File: src/rtl/sc_regarbiter_pkg.sv
// sc_regarbiter_pkg: shared state encoding and operation codes for the register strobe arbiter
//   no ports; imported by sc_regarbiter and sc_rrpick
package sc_regarbiter_pkg;
    localparam logic [1:0] IDLE   = 2'd0;
    localparam logic [1:0] SETUP  = 2'd1;
    localparam logic [1:0] STROBE = 2'd2;
    localparam logic [1:0] GUARD  = 2'd3;
    localparam logic OP_CLEAR = 1'b1;
    localparam logic OP_LOAD  = 1'b0;
endpackage

File: src/rtl/sc_rrpick.sv
// sc_rrpick: combinational 2-way picker, clear beats load, round-robin on equal ops
//   eligible[1:0] in  requesters currently allowed to win
//   op[1:0]       in  per-requester operation (OP_CLEAR / OP_LOAD)
//   lastWinner    in  index of the most recently served requester
//   valid         out at least one requester is eligible
//   winner        out index of the chosen requester
module sc_rrpick
    import sc_regarbiter_pkg::*;
(
    input  logic [1:0] eligible,
    input  logic [1:0] op,
    input  logic       lastWinner,
    output logic       valid,
    output logic       winner
);
    assign valid = |eligible;
    // With a single candidate its index is eligible[1]; on a tie of equal ops the
    // requester that did not win last time goes first.
    assign winner = (eligible == 2'b11)
                  ? ((op[0] != op[1]) ? (op[1] == OP_CLEAR) : ~lastWinner)
                  : eligible[1];
endmodule

File: src/rtl/sc_regarbiter.sv
// sc_regarbiter: sequences clear/load strobes for the shared register from two requesters
//   SC_REGARBITER_CLOCK_50      in  system clock, rising edge
//   SC_REGARBITER_RESET_InLow   in  synchronous active-low reset
//   SC_REGARBITER_req0/1_InLow  in  request, held low until ack
//   SC_REGARBITER_op0/1_In      in  operation, 1 = clear, 0 = load
//   SC_REGARBITER_ack0/1_OutLow out one-cycle served pulse
//   SC_REGARBITER_clear_OutLow  out register clear strobe
//   SC_REGARBITER_load_OutLow   out register load strobe
//   SC_REGARBITER_sel_Out       out register mux select (granted requester)
//   SC_REGARBITER_busy_OutHigh  out high whenever not idle
module sc_regarbiter
    import sc_regarbiter_pkg::*;
#(
    parameter int GUARD_CYCLES = 2,
    parameter int GUARD_WIDTH  = 4
) (
    input  logic SC_REGARBITER_CLOCK_50,
    input  logic SC_REGARBITER_RESET_InLow,
    input  logic SC_REGARBITER_req0_InLow,
    input  logic SC_REGARBITER_op0_In,
    input  logic SC_REGARBITER_req1_InLow,
    input  logic SC_REGARBITER_op1_In,
    output logic SC_REGARBITER_ack0_OutLow,
    output logic SC_REGARBITER_ack1_OutLow,
    output logic SC_REGARBITER_clear_OutLow,
    output logic SC_REGARBITER_load_OutLow,
    output logic SC_REGARBITER_sel_Out,
    output logic SC_REGARBITER_busy_OutHigh
);
    logic [1:0] state, nextState;
    logic [1:0] armed, reqLow, reqOp;
    logic lastWinner, winner, opReg, pickValid, pickWinner;
    logic [GUARD_WIDTH-1:0] guardCnt;

    assign reqLow = ~{SC_REGARBITER_req1_InLow, SC_REGARBITER_req0_InLow};
    assign reqOp  = {SC_REGARBITER_op1_In, SC_REGARBITER_op0_In};

    sc_rrpick uPick (
        .eligible  (armed & reqLow),
        .op        (reqOp),
        .lastWinner(lastWinner),
        .valid     (pickValid),
        .winner    (pickWinner)
    );

    always_ff @(posedge SC_REGARBITER_CLOCK_50) begin
        if (!SC_REGARBITER_RESET_InLow) begin
            state      <= IDLE;
            armed      <= 2'b11;
            lastWinner <= 1'b1;
            winner     <= 1'b0;
            opReg      <= OP_LOAD;
            guardCnt   <= '0;
        end else begin
            state <= nextState;
            // Re-arm on a released request; disarming the served requester takes
            // precedence so a held request yields exactly one operation.
            armed <= armed | ~reqLow;
            if (state == STROBE) begin
                armed[winner] <= 1'b0;
                lastWinner    <= winner;
                guardCnt      <= GUARD_WIDTH'(GUARD_CYCLES - 1);
            end else if (state == GUARD && guardCnt != '0)
                guardCnt <= guardCnt - GUARD_WIDTH'(1);
            if (state == IDLE && pickValid) begin
                winner <= pickWinner;
                opReg  <= reqOp[pickWinner];
            end
        end
    end

    always_comb begin
        nextState = (state == IDLE)   ? (pickValid ? SETUP : IDLE)
                  : (state == SETUP)  ? STROBE
                  : (state == STROBE) ? ((GUARD_CYCLES > 0) ? GUARD : IDLE)
                  : ((guardCnt == '0) ? IDLE : GUARD);
    end

    always_comb begin
        SC_REGARBITER_clear_OutLow = !(state == STROBE && opReg == OP_CLEAR);
        SC_REGARBITER_load_OutLow  = !(state == STROBE && opReg == OP_LOAD);
        SC_REGARBITER_ack0_OutLow  = !(state == STROBE && !winner);
        SC_REGARBITER_ack1_OutLow  = !(state == STROBE && winner);
        SC_REGARBITER_sel_Out      = winner;
        SC_REGARBITER_busy_OutHigh = (state != IDLE);
    end
endmodule

File: config.mk
export PLATFORM = sky130hd
export DESIGN_NAME = sc_regarbiter
export DESIGN_NICKNAME = d
export VERILOG_FILES = /design/src/rtl/sc_regarbiter_pkg.sv /design/src/rtl/sc_rrpick.sv /design/src/rtl/sc_regarbiter.sv
export SDC_FILE = /design/constraint.sdc
export NUM_CORES = 1
export LEC_CHECK = 0
export BUFFER_PORTS_ARGS = -buffer_cell sky130_fd_sc_hd__buf_2
export CAP_MARGIN = 20
export CORE_AREA = 2 2 39 41
export DETAILED_ROUTE_END_ITERATION = 16
export DIE_AREA = 0 0 41 43
export GPL_TIMING_DRIVEN = 0
export HOLD_SLACK_MARGIN = 0.03
export SLEW_MARGIN = 20
export SYNTH_ARGS = -nofsm -noshare
export SYNTH_HDL_FRONTEND = slang
export SYNTH_SLANG_ARGS = --single-unit
export TNS_END_PERCENT = 1
File: constraint.sdc
create_clock -name SC_REGARBITER_CLOCK_50 -period 3.1 [get_ports SC_REGARBITER_CLOCK_50]
set_input_delay 0.31 -clock SC_REGARBITER_CLOCK_50 [delete_from_list [all_inputs] [get_ports SC_REGARBITER_CLOCK_50]]
set_output_delay 0.31 -clock SC_REGARBITER_CLOCK_50 [all_outputs]
set_load 0.01 [all_outputs]
==> run summary <==
Gr ovfl total - 0
Synthesized area per cell - 8.60 sq um
Yosys reg bits - 11
Synth Area in Simple Gates - 0.317
Detailed Route WL - 983 um
Largest net degree at the start of global routing - 8
Post-CTS setup buffer count - 0
Initial Util - 0.385
Post-detail-place hpwl - 757 um
RSZ-0062 raised after global routing - no
Max-slew violations - 0
Final Hold Vio Count - 0
Clock sinks - 11
Clock skew - 0.00659 ns
Synthesized-area fraction occupied by adder cells - 0.0235
Cell with the most instances after synthesis - dfxtp_1
Compound-Gate Fraction of Synth Area - 0.204
Clock Path Buffers - 2
Syn nets - 69
# IOs - 12
# diodes - 0
Via count - 461
Status - complete, no violations
Die ar. - 1760 sq um
Nets - 85
FP Rows - 14
Tmin final - 1.47 ns
Most frequent cells after synthesis - dfxtp_1 (11), inv_1 (6), nand2_1 (6), nor2_1 (5), o21ai_0 (4)
Crit path max fanout - 7
Max IR drop VDD - 0.000257 V
Core Area - 1380 sq um
Cell Area, Placed - 608 sq um
Clk root buf - clkbuf_4
Mapped Cells - 62
1st-iter DRT viols - 9
Setup TNS - 0 ns
Gpl congestion - 0.755
Final setup fails - 0
Post-Synth XOR/XNOR Area - 0
CP required - 2.79 ns
Asr flop ratio synth - 0
Drt first pass iters - 4
Cts repair resizes - 0
Detail Route Antenna Nets - 0
Largest area contributor in the netlist - dfxtp_1
Critical setup path kind - reg -> out
CTS tree - done
Syn Std Cell Area - 533 sq um
CP startpoint kind - register
Worst slew pin tran - 0.261 ns
Hold Crit Class - in -> reg
Area grow syn2layout - 19.2%
Chip height - 43 um
H-tree depth - 1
Synth unique cells - 28
First-pass GRT wire length - 1.66 mm
Vias per cell - 4.96
CP Capture Type - primary output
Worst skew pair latency - 0.27 ns
Die Span X - 41 um
Max-Cap Viols - 0
Worst-path clk slew - 0.08 ns
Total Routing Usage GR - 0.147
Area contributors post-synth - dfxtp_1 (41%), inv_1 (4.2%), nand2_1 (4.2%)
Main flop type after synthesis - dfxtp_1
Main combinational cell family by area after synthesis - simple AND/OR/NAND/NOR gates
Fmax - 680 MHz
EDFF count, synth - 0
Post-synthesis mux area share - 0
Max_slew headroom - 0.826
Pleak - 0.265 nW
Post-synth top area share - 0.413
Residual DRC - 0
Design area - 636 sq um
Antenna violations before repair - 0
Synth warnings - 0
Vias in the first global route - 387
WL/cell - 10.6 um
Cts hold-fix bufs - 0
Power Dens Cells - 547 nW/um^2
Num CTS Buffers - 3
Register area share after synthesis - 0.413
Tcrit/Tclk final - 0.475
Port bufs - 11
Critical Path AT - 1.16 ns
Share of post-route cells with drive strength above 1 - 0.325
## cell type report
class                           instances  area [sq um]
Inverter                                6          22.5
Timing Repair Buffer                   11          55.1
Multi-Input combinational cell         45           290
Sequential cell                        11           220
Fill cell                             141           748
Clock buffer                            3          22.5
Tap cell                               16          20.0
Clock inverter                          1          5.00
## layer usage
layer | vias up | track usage | share of wire
met5 | - | 0 | 0
met3 | 2 | 0.0942 | 0.063
met4 | 0 | 0.0800 | 0.015
met2 | 11 | 0.175 | 0.44
li1 | 246 | - | -
met1 | 202 | 0.195 | 0.48
## sequential cells by signal, summed over array words and instances (netlist names)
signal	cells
guardCnt	4
state	2
SC_REGARBITER_sel_Out	1
lastWinner	1
opReg	1
armed	2
## cells by family (layout without fill, tap and decap cells)
group           after synthesis  in the layout
buf+inv                       6             21
fa+ha+maj                     1              1
flops                        11             11
simple gates                 28             28
compound gates               16             16
## metrics by stage
step                      power, W  utilization  setup WS (ns)  hold slack, ns  instances
after floorplan           0.000229            -           1.85           0.372         62
after global placement    0.000253        0.439           1.78           0.451         89
after detailed placement  0.000254        0.439           1.78           0.455         89
after CTS                 0.000355        0.459           1.61           0.267         93
after global routing      0.000372        0.459           1.53           0.275         93
final                     0.000348        0.459           1.63           0.274         93
## critical path, stage by stage (launching register included)
cell     delay, ns
dfxtp_1       0.45
and2b_4       0.24
nand2_2       0.07
buf_2         0.14
## final timing paths
path                                                 from                         to  slack [ns]  cells after the start
worst max-delay path                  state[1]$_SDFF_PP0_  SC_REGARBITER_ack1_OutLow        1.63                      3
worst min-delay path            SC_REGARBITER_RESET_InLow        armed[1]$_SDFF_PN1_        0.27                      2
worst max register to register   guardCnt[0]$_SDFFE_PN0P_   guardCnt[1]$_SDFFE_PP0P_        1.77                      6
worst min register to register        armed[0]$_SDFF_PN1_        armed[0]$_SDFF_PN1_        0.47                      2
## cell usage in the layout (no fill, tap or decap), drive strengths merged
master and n:
nand4 1, o211ai 1, nor3b 1, o21ai 5
a31oi 1, inv 6, and2b 1, ha 1
a21oi 3, a22o 1, clkinv 1, nor4 1
nand2b 3, nand3b 2, dfxtp 11, nor2 6
nor3 1, buf 11, nor2b 2, a32o 1
a2bb2oi 1, a22oi 2, clkbuf 3, nand2 9
nand3 1, o31ai 1
## report_power, final
part	switching, W	leakage, nW	internal [W]	total [W]
clock network	0.0000507	0.0177	0.0000478	0.0000985
registers	0.0000131	0.0900	0.000154	0.000168
logic	0.0000441	0.158	0.0000377	0.0000819
total	0.000108	0.265	0.000240	0.000348
No activity file was read; power rests on OpenSTA's default activity.
